--- config.mk ---
export PLATFORM = sky130hd
export DESIGN_NAME = bcd_seg_scanner
export DESIGN_NICKNAME = d
export VERILOG_FILES = /design/src/rtl/calc_pkg.sv /design/src/rtl/bcd_to_seg.sv /design/src/rtl/bcd_seg_scanner.sv
export SDC_FILE = /design/constraint.sdc
export NUM_CORES = 1
export LEC_CHECK = 0
export ABC_CLOCK_PERIOD_IN_PS = 3780
export BUFFER_PORTS_ARGS = -buffer_cell sky130_fd_sc_hd__buf_2
export CORE_MARGIN = 1.5
export CORE_UTILIZATION = 33
export CTS_CLUSTER_DIAMETER = 50
export DETAILED_ROUTE_END_ITERATION = 16
export PLACE_DENSITY = 0.49
export SLEW_MARGIN = 20
export SYNTH_ARGS = -nofsm -noshare
export SYNTH_HDL_FRONTEND = slang
export SYNTH_HIERARCHICAL = 1
export SYNTH_SLANG_ARGS = --single-unit
--- constraint.sdc ---
create_clock -name clk -period 3.78 [get_ports clk]
set_input_delay 0.378 -clock clk [delete_from_list [all_inputs] [get_ports clk]]
set_output_delay 0.378 -clock clk [all_outputs]
set_load 0.02 [all_outputs]
--- src/rtl/calc_pkg.sv ---
// Shared calculator display constants: active-low {g,f,e,d,c,b,a} segment
// patterns and the digit count of the multiplexed display.
package calc_pkg;

    localparam int NUM_DIGITS = 4;

    localparam logic [6:0] SEG_0    = 7'b1000000;
    localparam logic [6:0] SEG_1    = 7'b1111001;
    localparam logic [6:0] SEG_2    = 7'b0100100;
    localparam logic [6:0] SEG_3    = 7'b0110000;
    localparam logic [6:0] SEG_4    = 7'b0011001;
    localparam logic [6:0] SEG_5    = 7'b0010010;
    localparam logic [6:0] SEG_6    = 7'b0000010;
    localparam logic [6:0] SEG_7    = 7'b1111000;
    localparam logic [6:0] SEG_8    = 7'b0000000;
    localparam logic [6:0] SEG_9    = 7'b0010000;
    localparam logic [6:0] SEG_DASH = 7'b0111111;
    localparam logic [6:0] SEG_OFF  = 7'b1111111;

endpackage

--- src/rtl/bcd_to_seg.sv ---
// Combinational BCD digit to active-low 7-segment pattern; non-BCD codes show a dash.
module bcd_to_seg
    import calc_pkg::*;
(
    input  logic [3:0] digit,
    output logic [6:0] seg
);

    always_comb begin
        seg = SEG_DASH;
        case (digit)
            4'd0: seg = SEG_0;
            4'd1: seg = SEG_1;
            4'd2: seg = SEG_2;
            4'd3: seg = SEG_3;
            4'd4: seg = SEG_4;
            4'd5: seg = SEG_5;
            4'd6: seg = SEG_6;
            4'd7: seg = SEG_7;
            4'd8: seg = SEG_8;
            4'd9: seg = SEG_9;
            default: seg = SEG_DASH;
        endcase
    end

endmodule

--- src/rtl/bcd_seg_scanner.sv ---
// Latches a 4-digit BCD word and scans it onto a common-anode 7-segment display,
// swapping in new values only at frame boundaries so the display never tears.
module bcd_seg_scanner
    import calc_pkg::*;
#(
    parameter int REFRESH_DIV = 100000,
    parameter bit BLANK_LZ    = 1'b1
) (
    input  logic        clk,
    input  logic        rst_n,
    input  logic [15:0] bcd_in,
    input  logic        load,
    output logic [3:0]  an,
    output logic [6:0]  seg,
    output logic        frame
);

    localparam int         CNT_W     = $clog2(REFRESH_DIV);
    localparam logic [1:0] LAST_SLOT = 2'(NUM_DIGITS - 1);

    logic [CNT_W-1:0] cnt;
    logic [1:0]       idx;
    logic [15:0]      shadow;
    logic [15:0]      display;
    logic             pending;

    logic             slot_wrap;
    logic             boundary;

    logic [3:0]       digit_p0;
    logic [15:0]      upper_p0;
    logic             blank_p0;
    logic [6:0]       dec_seg_p0;
    logic [3:0]       an_p0;

    logic [3:0]       an_p1;
    logic [6:0]       seg_p1;
    logic             frame_p1;

    assign slot_wrap = (cnt == CNT_W'(REFRESH_DIV - 1));
    assign boundary  = slot_wrap && (idx == LAST_SLOT);

    // Stage p0: select the active digit and decide whether it is a leading zero
    assign digit_p0 = display[{idx, 2'b00} +: 4];
    assign upper_p0 = display >> {idx, 2'b00};
    assign blank_p0 = BLANK_LZ && (idx != 2'd0) && (upper_p0 == 16'd0);
    assign an_p0    = blank_p0 ? 4'b1111 : ~(4'b0001 << idx);

    bcd_to_seg u_dec (
        .digit (digit_p0),
        .seg   (dec_seg_p0)
    );

    // Stage p1: registered pin drivers, one cycle behind the slot index
    always_ff @(posedge clk or negedge rst_n) begin
        if (!rst_n) begin
            cnt      <= '0;
            idx      <= 2'd0;
            shadow   <= 16'd0;
            display  <= 16'd0;
            pending  <= 1'b0;
            an_p1    <= 4'b1111;
            seg_p1   <= SEG_OFF;
            frame_p1 <= 1'b0;
        end else begin
            cnt      <= slot_wrap ? '0 : cnt + CNT_W'(1);
            if (slot_wrap)
                idx <= idx + 2'd1;
            frame_p1 <= boundary;

            if (load)
                shadow <= bcd_in;

            // A load on the boundary cycle itself goes straight to the display
            if (boundary) begin
                pending <= 1'b0;
                if (load)
                    display <= bcd_in;
                else if (pending)
                    display <= shadow;
            end else if (load) begin
                pending <= 1'b1;
            end

            an_p1  <= an_p0;
            seg_p1 <= blank_p0 ? SEG_OFF : dec_seg_p0;
        end
    end

    assign an    = an_p1;
    assign seg   = seg_p1;
    assign frame = frame_p1;

endmodule

Word-level counts from Yosys, hierarchy flattened
Memories as Yosys holds them, arrays and structs flattened.
Index checks and enable logic that the tools add are counted.
W data, S select, Z words.
{"block": "op_classes", "addsub": 2, "n_eq_ne": 2, "n_shift": 3, "mux": 7, "bitwise_logic": 1, "reduce_logical": 7}
{"operator": "$mux W16", "n": 2}
{"operator": "$add A17 B1 Y17 const B", "n": 1}
{"operator": "$eq A17 B17 Y1 const B", "n": 1}
{"operator": "$mux W17", "n": 1}
{"operator": "$logic_not A16 Y1", "n": 1}
{"operator": "$shiftx A16 B5 Y4", "n": 1}
{"operator": "$shr A16 B4 Y16", "n": 1}
{"operator": "$mux W7", "n": 1}
{"operator": "$reduce_bool A2 Y1", "n": 3}
{"operator": "$mux W4", "n": 1}
{"operator": "$not A4 Y4", "n": 1}
{"operator": "$shl A1 B2 Y4 const A", "n": 1}
{"operator": "$add A2 B1 Y2 const B", "n": 1}
{"operator": "$eq A2 B2 Y1 const B", "n": 1}
{"operator": "$logic_and A1 B1 Y1", "n": 2}
{"operator": "$mux W1", "n": 2}
{"operator": "$reduce_and A2 Y1", "n": 1}
{"block": "totals", "regBits": 64, "romBits": 112, "in_bits": 19, "output_inout_bits": 12, "word_cells": 31, "n_memories": 1}
{"memory": "(name not given)", "depth": 16, "word_bits": 7, "read_ports": 1, "rd_ports_with_merged_regs": 0, "wr": 0, "line": "bcd_to_seg.sv:11", "source": "case (digit)"}

Logic depth before layout (Yosys ltp)
{"block": "logic_depth", "ltp_word": 4, "ltp_mapped": 8, "ltp_nobuf": 7}

Hierarchy
Netlist, hierarchy kept.
{"mod": "bcd_seg_scanner", "instances": 1, "cells_each": 197, "area_each_um2": 2746.4}
{"mod": "bcd_to_seg", "instances": 1, "cells_each": 33, "area_each_um2": 205.2}

Worst setup path after synthesis
OpenSTA, ideal clock, no wires.
{"block": "synth_path", "path_type": "reg-to-reg", "start": "register cnt[0]", "end": "register display[10]", "setup_time_ns": 0.125, "arrival_time_ns": 1.914, "required_time_ns": 3.655, "path_slack_ns": 1.742, "path_stages_with_launch": 8, "path_buffers": 2, "synth_period_minus_slack_ns": 2.038, "cell_sequence": "dfrtp_1 > ha_1 > and4_1 > buf_2 > nand2_2 > nor4_4 > buf_6 > mux2_2"}
{"block": "synth_via", "elab_chain_len": 3}
{"element": "from (decl)", "line": "bcd_seg_scanner.sv:21", "source": "logic [CNT_W-1:0] cnt;"}
{"element": "from (signal assigned)", "line": "bcd_seg_scanner.sv:66", "source": "cnt <= slot_wrap ? '0 : cnt + CNT_W'(1);"}
{"element": "$eq A17 B17 Y1", "line": "bcd_seg_scanner.sv:40", "source": "assign slot_wrap = (cnt == CNT_W'(REFRESH_DIV - 1));"}
{"element": "$logic_and A1 B1 Y1", "line": "bcd_seg_scanner.sv:41", "source": "assign boundary = slot_wrap && (idx == LAST_SLOT);"}
{"element": "$reduce_and A2 Y1 (no line)"}
{"element": "to (signal assigned)", "line": "bcd_seg_scanner.sv:78", "source": "display <= bcd_in;"}
{"element": "to (signal assigned)", "line": "bcd_seg_scanner.sv:80", "source": "display <= shadow;"}
{"element": "to (decl)", "line": "bcd_seg_scanner.sv:24", "source": "logic [15:0] display;"}
Every way passes these cells.
A chain may end at the register's enable or synchronous reset.

Worst setup path after layout
{"block": "layout_path", "start": "register cnt[0]", "end": "register display[3]"}
The elaborated chain is that of the path after synthesis.

==> impl_metrics.csv <==
group,metric,value,unit
routing,vias,1772,
final_layout,fill_cells,857,
placed_design,place_area,3192,µm²
critical_path,crit_chain,"ha_1 > and4_1 > nand2_2 > nor4_4 > mux2_2",
final_layout,sequential_cell_area,1615,µm²
synthesis,synth_compound_area_share,3.646,%
sta,fmax,393.6,MHz
synthesis,ys.warnings.count,6,
routing,drc,0,
sta,finalCritPeriodShare,67.21,%
clocking,cts_buffer_depth,2,
critical_path,crit_fanout,16,
floorplan,io_pins,31,
power,power.density,432.5,nW/µm²
clocking,root_buffer,"clkbuf_8",
flow_run,drv_cap,0,
critical_path,critPathKind,"reg -> reg",
sta,worst_pin_slew,1034,ps
final_layout,layout_commonest_cell,"dfrtp_1",
critical_path,worstPathArrival,2760,ps
sta,finalSetupViolCount,0,
synthesis,yosys_register_bits,64,
synthesis,syn_inst,230,
floorplan,die_w,97.58,µm
critical_path,crit_path_max_incr_delay,900,ps
outcome,outcome,"finished clean",
clocking,cts_max_level,3,
critical_path,cp.required,4000,ps
final_layout,drive_above_1_share,36.80,%
final_layout,multi_input_area,1254,µm²
sta,period_minus_slack,2541,ps
floorplan,die_area,9521,µm²
sta,rsz0062_at_grt,"false",
clocking,cts_tree,"built",
clocking,path_clk_slew,70,ps
synthesis,muxShareOfSynthArea,15.90,%
placed_design,globalplace.congestion,0.7604,
clocking,clock_latency,340,ps
synthesis,syn-num-nets,259,
synthesis,yosys.area_share.simple,14.54,%
sta,hold_viol_final,0,
floorplan,start_util,34.01,%
global_route,grt_overflow,0,
sta,skew,8.510,ps
synthesis,synth_area,2952,µm²
global_route,antenna_found_initial,0,
final_layout,post-route-util,39.33,%
min_path,hp-class,"in -> async",
sta,finalSetupTns,0,ps
sta,slew_violations,0,
synthesis,synth_xor_area_share,4.154,%
floorplan,rows,34,
routing,drtIter0Drc,81,
routing,ant_nets,0,
critical_path,cp-end-kind,"register",
final_layout,num_antenna_cells,0,
synthesis,synthAdderAreaFrac,4.239,%
clocking,post_cts_buffers,0,
global_route,grt_pass1_vias,1789,
critical_path,slowest_stage,"nor4_4",
power,irDropWorstVdd,0.1581,mV
synthesis,syn_avg_cell_area,12.83,µm²
synthesis,synth_top_family_by_area,"multiplexers",
floorplan,die_y,97.58,µm
routing,wl,5.163,mm
synthesis,seq_area_frac_synth,54.73,%
clocking,cts_buffers,9,
routing,routed_via_density,4.700,
placed_design,portBuffers,30,
clocking,hold_buffers,0,
clocking,cts_resized,0,
final_layout,final_cell_mix,"53 x dfrtp_1, 33 x mux2_2, 30 x buf_2",
global_route,grt_start_max_net_pins,36,
power,p_leak,0.001530,µW
routing,drt_pass1_iterations,5,
routing,wl_per_cell,13.69,µm
placed_design,post-dp-hpwl,3.554,mm
final_layout,area_growth,15.64,%
final_layout,finalInstanceArea,3413,µm²
critical_path,worstSetupStartpointType,"register",
power,finalPower,1476,µW
final_layout,num-nets-final,293,
floorplan,core_area,8678,µm²
global_route,grt_pass1_wl,8.907,mm
clocking,clkSinkCount,64,
sta,slew_headroom,30.57,%
synthesis,synth_cell_types,39,
critical_path,r2r_setup_slack,1240,ps
global_route,track_usage,11.95,%
## worst max-delay path: cells and delay by family, from the launching register on
| family | cells | cell delay [ps] |
|---|---|---|
| flip-flops | 1 | 380 |
| multiplexers | 1 | 420 |
| adder cells (fa/ha/maj) | 1 | 210 |
| AND/OR/NAND/NOR | 3 | 1410 |
## power breakdown
group	switching [µW]	leakage (µW)	internal (µW)	total, µW
clock network	261	0.000106	388	649
logic	53.3	0.000634	44.9	98.2
registers	10.6	0.000791	718	729
total	324	0.00153	1150	1480
## layout make-up
cell class              count  share of cell area [%]
clock buffers              11                   4.142
clock inverters             5                   2.346
inverters                   6                  0.6598
multi-input cells         151                   36.73
flip-flops and latches     64                   47.32
well taps                 108                   3.959
repair buffers             32                   4.839
## cell usage after synthesis
cell | instances | area, µm²
dfstp_2 | 11 | 289.0
mux4_1 | 2 | 52.55
or2_1 | 7 | 43.79
dfrtp_1 | 53 | 1326
ha_1 | 10 | 125.1
clkbuf_1 | 2 | 7.510
nand2_1 | 8 | 30.03
nand4_1 | 5 | 31.28
o21ai_0 | 6 | 30.03
o41ai_1 | 1 | 8.760
buf_2 | 3 | 15.01
mux4_2 | 2 | 45.04
and3_1 | 1 | 6.260
nor2_1 | 18 | 67.56
nand2b_1 | 5 | 31.28
a21oi_2 | 1 | 8.760
nand3_1 | 9 | 45.04
nor3_1 | 1 | 5.000
and4_1 | 3 | 26.28
mux2_2 | 33 | 371.6
nor4_4 | 1 | 21.27
nor4_1 | 4 | 25.02
xor2_1 | 9 | 78.83
o211ai_1 | 1 | 7.510
a2111oi_4 | 1 | 27.53
xnor2_1 | 5 | 43.79
or2_4 | 2 | 17.52
or3_1 | 2 | 12.51
inv_1 | 6 | 22.52
or4b_1 | 1 | 10.01
nor2b_1 | 3 | 18.77
or2b_1 | 1 | 7.510
buf_6 | 3 | 33.78
buf_1 | 1 | 3.750
nor4b_1 | 1 | 8.760
a21oi_1 | 5 | 25.02
and2_1 | 1 | 6.260
and3b_1 | 1 | 8.760
nand2_2 | 1 | 6.260
## kinds of logic (layout without fill, tap and decap cells)
logic type / count (synthesis) / after routing
flip-flops: 64 / 64
multiplexers: 37 / 37
adder cells (fa/ha/maj): 10 / 10
AND/OR/NAND/NOR: 75 / 75
XOR/XNOR: 14 / 14
buffers and inverters: 15 / 54
AO/OA/AOI/OAI: 15 / 15
## final timing paths
check	startpoint	cells past startpoint	end
min in group clk	bcd_in[10]	2	shadow[10]
min	rst_n	1	shadow[11]
max reg2reg	cnt[0]	5	display[3]
min reg2reg	cnt[0]	1	cnt[0]
max in group asynchronous	rst_n	2	cnt[1]
max	cnt[0]	5	display[3]
## per-layer routing
layer | part of all wire (%) | global-route usage [%] | vias up
met2 | 45 | 17.79 | 27
li1 | - | - | 874
met5 | 0 | 0 | -
met4 | 1.1 | 4.945 | 0
met3 | 3.6 | 3.957 | 6
met1 | 50 | 15.99 | 865
## stage by stage
step / setup slack [ps] / hold slack, ps / cells
after global placement: 1275 / 447.3 / 361
final: 1239 / 67.02 / 377
after global routing: 1059 / 99.36 / 377
after detailed placement: 1251 / 446.0 / 361
after floorplan: 1742 / 82.41 / 230
after CTS: 1215 / 71.89 / 377
## flip-flops by register name (all words and copies together), names as in the netlist
register  flops
an            4
idx           2
cnt          17
display      16
frame         1
shadow       16
pending       1
seg           7
Note: power is estimated with default switching activity, not from simulation.
